**src/rtl/toy_fetch_buf.sv**
```systemverilog
// Decoupled instruction fetch front-end: sequential word requests, in-order responses
// queued in a DEPTH-entry buffer, with branch-lock and redirect-with-flush.
module toy_fetch_buf #(
    parameter int                    ADDR_WIDTH  = 32,
    parameter int                    INST_WIDTH  = 32,
    parameter int                    DEPTH       = 4,
    parameter logic [ADDR_WIDTH-1:0] RESET_PC    = '0,
    parameter bit                    BRANCH_LOCK = 1'b1
) (
    input  logic                  clk,
    input  logic                  rst,
    output logic                  mem_req_vld,
    input  logic                  mem_req_rdy,
    output logic [ADDR_WIDTH-1:0] mem_req_addr,
    input  logic                  mem_rsp_vld,
    input  logic [INST_WIDTH-1:0] mem_rsp_data,
    input  logic                  pc_release_en,
    input  logic                  pc_update_en,
    input  logic [ADDR_WIDTH-1:0] pc_val,
    output logic                  instruction_vld,
    input  logic                  instruction_rdy,
    output logic [INST_WIDTH-1:0] instruction_pld,
    output logic [ADDR_WIDTH-1:0] instruction_pc
);
    localparam int PW = $clog2(DEPTH);
    localparam int CW = PW + 1;
    localparam logic [4:0] OPC_JAL    = 5'b11011;
    localparam logic [4:0] OPC_JALR   = 5'b11001;
    localparam logic [4:0] OPC_BRANCH = 5'b11000;

    logic [ADDR_WIDTH-1:0] r_fetch_pc;
    logic [ADDR_WIDTH-1:0] r_rsp_pc;
    logic [CW-1:0]         r_out_cnt;
    logic [CW-1:0]         r_drop_cnt;
    logic [CW-1:0]         r_count;
    logic [PW-1:0]         r_rd_ptr;
    logic [PW-1:0]         r_wr_ptr;
    logic                  r_lock;
    logic [INST_WIDTH-1:0] r_inst_mem [DEPTH];
    logic [ADDR_WIDTH-1:0] r_pc_mem   [DEPTH];

    logic          w_req_fire;
    logic          w_rsp_live;
    logic          w_drop;
    logic          w_enq;
    logic          w_deq;
    logic          w_is_br;
    logic [CW:0]   w_credit;
    logic [CW-1:0] w_out_nxt;
    logic [CW:0]   w_drop_sum;

    // Credits cover both in-flight requests and buffered entries, so an enqueue never overflows.
    assign w_credit     = {1'b0, r_out_cnt} + {1'b0, r_count};
    assign mem_req_vld  = ~rst & ~r_lock & ~pc_update_en & (w_credit < (CW+1)'(DEPTH));
    assign mem_req_addr = {2'b00, r_fetch_pc[ADDR_WIDTH-1:2]};
    assign w_req_fire   = mem_req_vld & mem_req_rdy;

    assign w_rsp_live = mem_rsp_vld & (r_out_cnt != '0);
    assign w_drop     = w_rsp_live & (r_drop_cnt != '0);
    assign w_enq      = w_rsp_live & ~w_drop;
    assign w_is_br    = BRANCH_LOCK && (mem_rsp_data[6:2] inside {OPC_JAL, OPC_JALR, OPC_BRANCH});
    assign w_deq      = instruction_vld & instruction_rdy;
    assign w_out_nxt  = r_out_cnt + CW'(w_req_fire) - CW'(w_rsp_live);
    assign w_drop_sum = {1'b0, r_drop_cnt} + {1'b0, r_out_cnt} - (CW+1)'(w_rsp_live);

    assign instruction_vld = (r_count != '0);
    assign instruction_pld = r_inst_mem[r_rd_ptr];
    assign instruction_pc  = r_pc_mem[r_rd_ptr];

    always_ff @(posedge clk) begin
        if (rst) begin
            r_fetch_pc <= RESET_PC;
            r_rsp_pc   <= RESET_PC;
            r_out_cnt  <= '0;
            r_drop_cnt <= '0;
            r_count    <= '0;
            r_rd_ptr   <= '0;
            r_wr_ptr   <= '0;
            r_lock     <= 1'b0;
        end else begin
            r_out_cnt <= w_out_nxt;
            if (pc_update_en) begin
                // Everything still in flight belongs to the old path and must be discarded.
                r_fetch_pc <= pc_val;
                r_rsp_pc   <= pc_val;
                r_count    <= '0;
                r_rd_ptr   <= '0;
                r_wr_ptr   <= '0;
                r_drop_cnt <= (w_drop_sum > {1'b0, w_out_nxt}) ? w_out_nxt : w_drop_sum[CW-1:0];
                r_lock     <= 1'b0;
            end else begin
                if (w_req_fire) r_fetch_pc <= r_fetch_pc + ADDR_WIDTH'(4);
                if (w_enq) begin
                    r_rsp_pc <= r_rsp_pc + ADDR_WIDTH'(4);
                    r_wr_ptr <= r_wr_ptr + PW'(1);
                end
                if (w_deq) r_rd_ptr <= r_rd_ptr + PW'(1);
                r_count <= r_count + CW'(w_enq) - CW'(w_deq);
                if (w_drop) r_drop_cnt <= r_drop_cnt - CW'(1);
                if (w_enq & w_is_br)    r_lock <= 1'b1;
                else if (pc_release_en) r_lock <= 1'b0;
            end
        end
    end

    always_ff @(posedge clk) begin
        if (w_enq) begin
            r_inst_mem[r_wr_ptr] <= mem_rsp_data;
            r_pc_mem[r_wr_ptr]   <= r_rsp_pc;
        end
    end

    always_ff @(posedge clk) begin
        if (!rst && mem_rsp_vld) assert (r_out_cnt != '0);
    end

endmodule
```
**config.mk**
```make
export PLATFORM = sky130hd
export DESIGN_NAME = toy_fetch_buf
export DESIGN_NICKNAME = d
export VERILOG_FILES = /design/src/rtl/toy_fetch_buf.sv
export SDC_FILE = /design/constraint.sdc
export NUM_CORES = 1
export LEC_CHECK = 0
export BUFFER_PORTS_ARGS = -buffer_cell sky130_fd_sc_hd__buf_2
export CAP_MARGIN = 40
export CORE_ASPECT_RATIO = 0.6
export CORE_UTILIZATION = 52
export CTS_CLUSTER_SIZE = 10
export DETAILED_ROUTE_END_ITERATION = 8
export PLACE_DENSITY = 0.75
export SLEW_MARGIN = 20
export SYNTH_ARGS = -nofsm -noshare
export SYNTH_HDL_FRONTEND = slang
export SYNTH_SLANG_ARGS = --single-unit
```
**constraint.sdc**
```tcl
create_clock -name clk -period 3.52 [get_ports clk]
set_clock_uncertainty 0.2 [all_clocks]
set_input_delay 0 -clock clk [delete_from_list [all_inputs] [get_ports clk]]
set_output_delay 0 -clock clk [all_outputs]
set_load 0.05 [all_outputs]
```
==> flow_summary_export.csv <==
group,metric,value,unit
pwr,power_density,645,mW/mm^2
placement,gp_congestion,0.888,
cts,cts_buffers,39,
synth,syn_inst,892,
timing,worst_slack,-7.44,ps
synth,synth-edff-count,256,
floorplan,dieWidth,212,um
critical_path,worstSetupPathType,"register to register",
run_status,violations,"negative setup slack",
synth,synth.distinct_cells,52,
synth,ys_seq_elements,334,
pwr,ir_drop,0.414,mV
drt,remaining_drc_errors,0,
cells_and_area,fill_cells,1783,
floorplan,core_region_area,0.0256,mm^2
cts,clk_pin_slew,60,ps
synth,yosysSeqAreaShare,67.5,%
synth,ys.flop_type,"edfxtp_1",
worst_hold_path,hold_path.class,"input port to register",
cts,clock_path_buffers,3,
global_route,antenna_found_initial,1,
critical_path,cp_data_arrival_time,3730,ps
cells_and_area,nets,1277,
drt,avgRoutedWirePerCell,20.0,um
placement,placed_area,0.0152,mm^2
cells_and_area,design_area,0.0173,mm^2
floorplan,fp.dieH,128,um
drt,routed_wl,30900,um
timing,holdWs,41.6,ps
pwr,leakage,0.00606,uW
cells_and_area,fin_cells,1548,
cells_and_area,num_antenna_cells,0,
synth,synth_top_area_share,56.1,%
drt,ant_nets,0,
critical_path,required,3720,ps
synth,synth_top_area_cell,"edfxtp_1",
floorplan,initial_core_util,53.6,%
drt,vias,8777,
synth,ys.warnings.count,0,
cts,cts-root-buf,"clkbuf_16",
synth,syn_area,0.0137,mm^2
global_route,grt_pass1_wl,48000,um
placement,dp.cells,1398,
timing,period_needed,3530,ps
global_route,grtUsageTotal,23.4,%
synth,synth.avg_cell_area,15.4,um^2
global_route,gr-total-overflow,0,
cells_and_area,multi_input_area,0.00424,mm^2
drt,drt-vias-per-instance,5.67,
timing,slew_violations,0,
run,drv_cap,0,
critical_path,start_kind,"register",
timing,slew_headroom,44.4,%
cts,cts_max_level,2,
placement,io_buffer_count,166,
timing,grt_setup_unrepaired,"yes",
critical_path,cp-end-kind,"register",
drt,drt_first_pass_iters,5,
cts,clk_latency,520,ps
timing,setup_violations,2,
floorplan,num_io_pins,169,
run_status,status,"finished, violations left",
cells_and_area,area_delta_synth_final,25.9,%
cts,cts_tree,"built",
global_route,grt_max_degree,65,
timing,finalCritPeriodShare,100,%
placement,dp_hpwl,19000,um
cells_and_area,seqCellArea,0.00926,mm^2
drt,drtIter0Drc,778,
cells_and_area,drive_gt1_share,28.2,%
cells_and_area,layout_common_cells,"256 x edfxtp_1, 166 x buf_2, 89 x dlygate4sd3_1",
floorplan,dieArea,0.0270,mm^2
timing,fmax,0.283,GHz
cts,cts.sinks,334,
timing,final-hold-violation-count,0,
cells_and_area,mostFrequentLayoutCell,"edfxtp_1",
synth,synthTopCellsByArea,"edfxtp_1 56%, dfxtp_1 11%, mux4_2 11%",
timing,max_slew.worst_pin.slew,826,ps
global_route,grt_pass1_vias,8715,
placement,dp_slack,-261,ps
critical_path,cp_max_fo,4,
synth,synthArstFlopShare,0,%
pwr,total_power,11100,uW
floorplan,rows,45,
## synth_stat cells (3+ instances only)
cell,n
edfxtp_1,256
dfxtp_1,78
mux4_2,64
inv_1,43
nand2_1,43
nor2_1,43
a21oi_1,32
xnor2_1,29
clkbuf_1,28
ha_1,23
nand4_1,23
nand3_1,22
a21boi_0,18
a211oi_1,16
xor2_1,15
nor4_1,14
o21ai_0,14
or3_1,13
nor3_1,12
a31oi_1,11
and2_1,10
buf_1,10
and3_1,8
mux2i_1,7
o31a_1,7
and4_1,6
o22ai_1,4
a32oi_1,3
fa_1,3
nand2b_1,3
nor2b_1,3
or2_2,3
## routing by layer
| layer | part of all wire (%) | wire, um | GRT usage [%] |
|---|---|---|---|
| met1 | 45 | 13800 | 33.1 |
| met2 | 47 | 14500 | 37.3 |
| met3 | 6.7 | 2090 | 4.97 |
| met4 | 1.8 | 556 | 6.22 |
| met5 | 0 | 0 | 0 |
## cell families after synthesis
kind of cell / synth area share, %
adder cells (fa/ha/maj): 2.54
other: 0.0274
multiplexers: 11.2
AO/OA/AOI/OAI: 5.47
AND/OR/NAND/NOR: 8.04
flip-flops: 67.5
XOR/XNOR: 2.81
buffers and inverters: 2.46
## worst max-delay path, cell delays in order, from the launching register on
cell and delay [ps]:
dfxtp_2 340, ha_4 170, nor4_4 270, and4_4 270, inv_4 40, ha_4 200, inv_2 60, ha_4 110
inv_2 30, fa_2 340, xnor2_2 160, xnor2_2 140, ha_1 340, nand3_2 90, o21ai_2 70, o22ai_4 230
mux2i_1 230, o22ai_1 100
## path summary, 6_finish.rpt
kind                                        from                 to  slack (ps)  cells after the start
worst max-delay path                r_out_cnt[2]      r_drop_cnt[2]          -7                     17
worst min-delay path            mem_rsp_data[11]  r_inst_mem[2][11]          40                      2
worst max register to register      r_out_cnt[2]      r_drop_cnt[2]          -7                     17
worst min register to register     r_fetch_pc[3]      r_fetch_pc[3]         320                      2
## stage by stage
stage | utilization, % | TNS [ps]
after global placement | 59.2 | -481
after detailed placement | 59.4 | -705
after CTS | 67.3 | 0
after floorplan | - | -513
after global routing | 67.5 | -523
final | 67.5 | -10.9
## flip-flops by register name (all words and copies together) (netlist names), named ones only
register / flops
r_count: 3
r_drop_cnt: 3
r_fetch_pc: 30
r_inst_mem: 128
r_lock: 1
r_out_cnt: 3
r_pc_mem: 128
r_rd_ptr: 2
r_rsp_pc: 32
r_wr_ptr: 2
## cell type report
type | instances | area share (%)
sequential | 334 | 53.6
multi-input combinational | 472 | 24.6
timing repair buffer | 289 | 11.9
clock buffer | 56 | 6.27
tap | 352 | 2.55
inverter | 44 | 0.971
clock inverter | 1 | 0.0507
## timing repair
action,4_1_cts,5_1_grt
setup buffers,2,2
hold buffers,89,0
endpoints found under the setup margin,3,3
resized for setup,7,6
hold endpoints to repair,204,0
pin swaps,7,5
## report_power, final
group | leakage (uW) | internal, uW | switching [uW]
Clock | 0.000527 | 2100 | 1430
Combinational | 0.00255 | 1130 | 1750
Sequential | 0.00298 | 4550 | 160
Note: power is estimated with default switching activity, not from simulation.
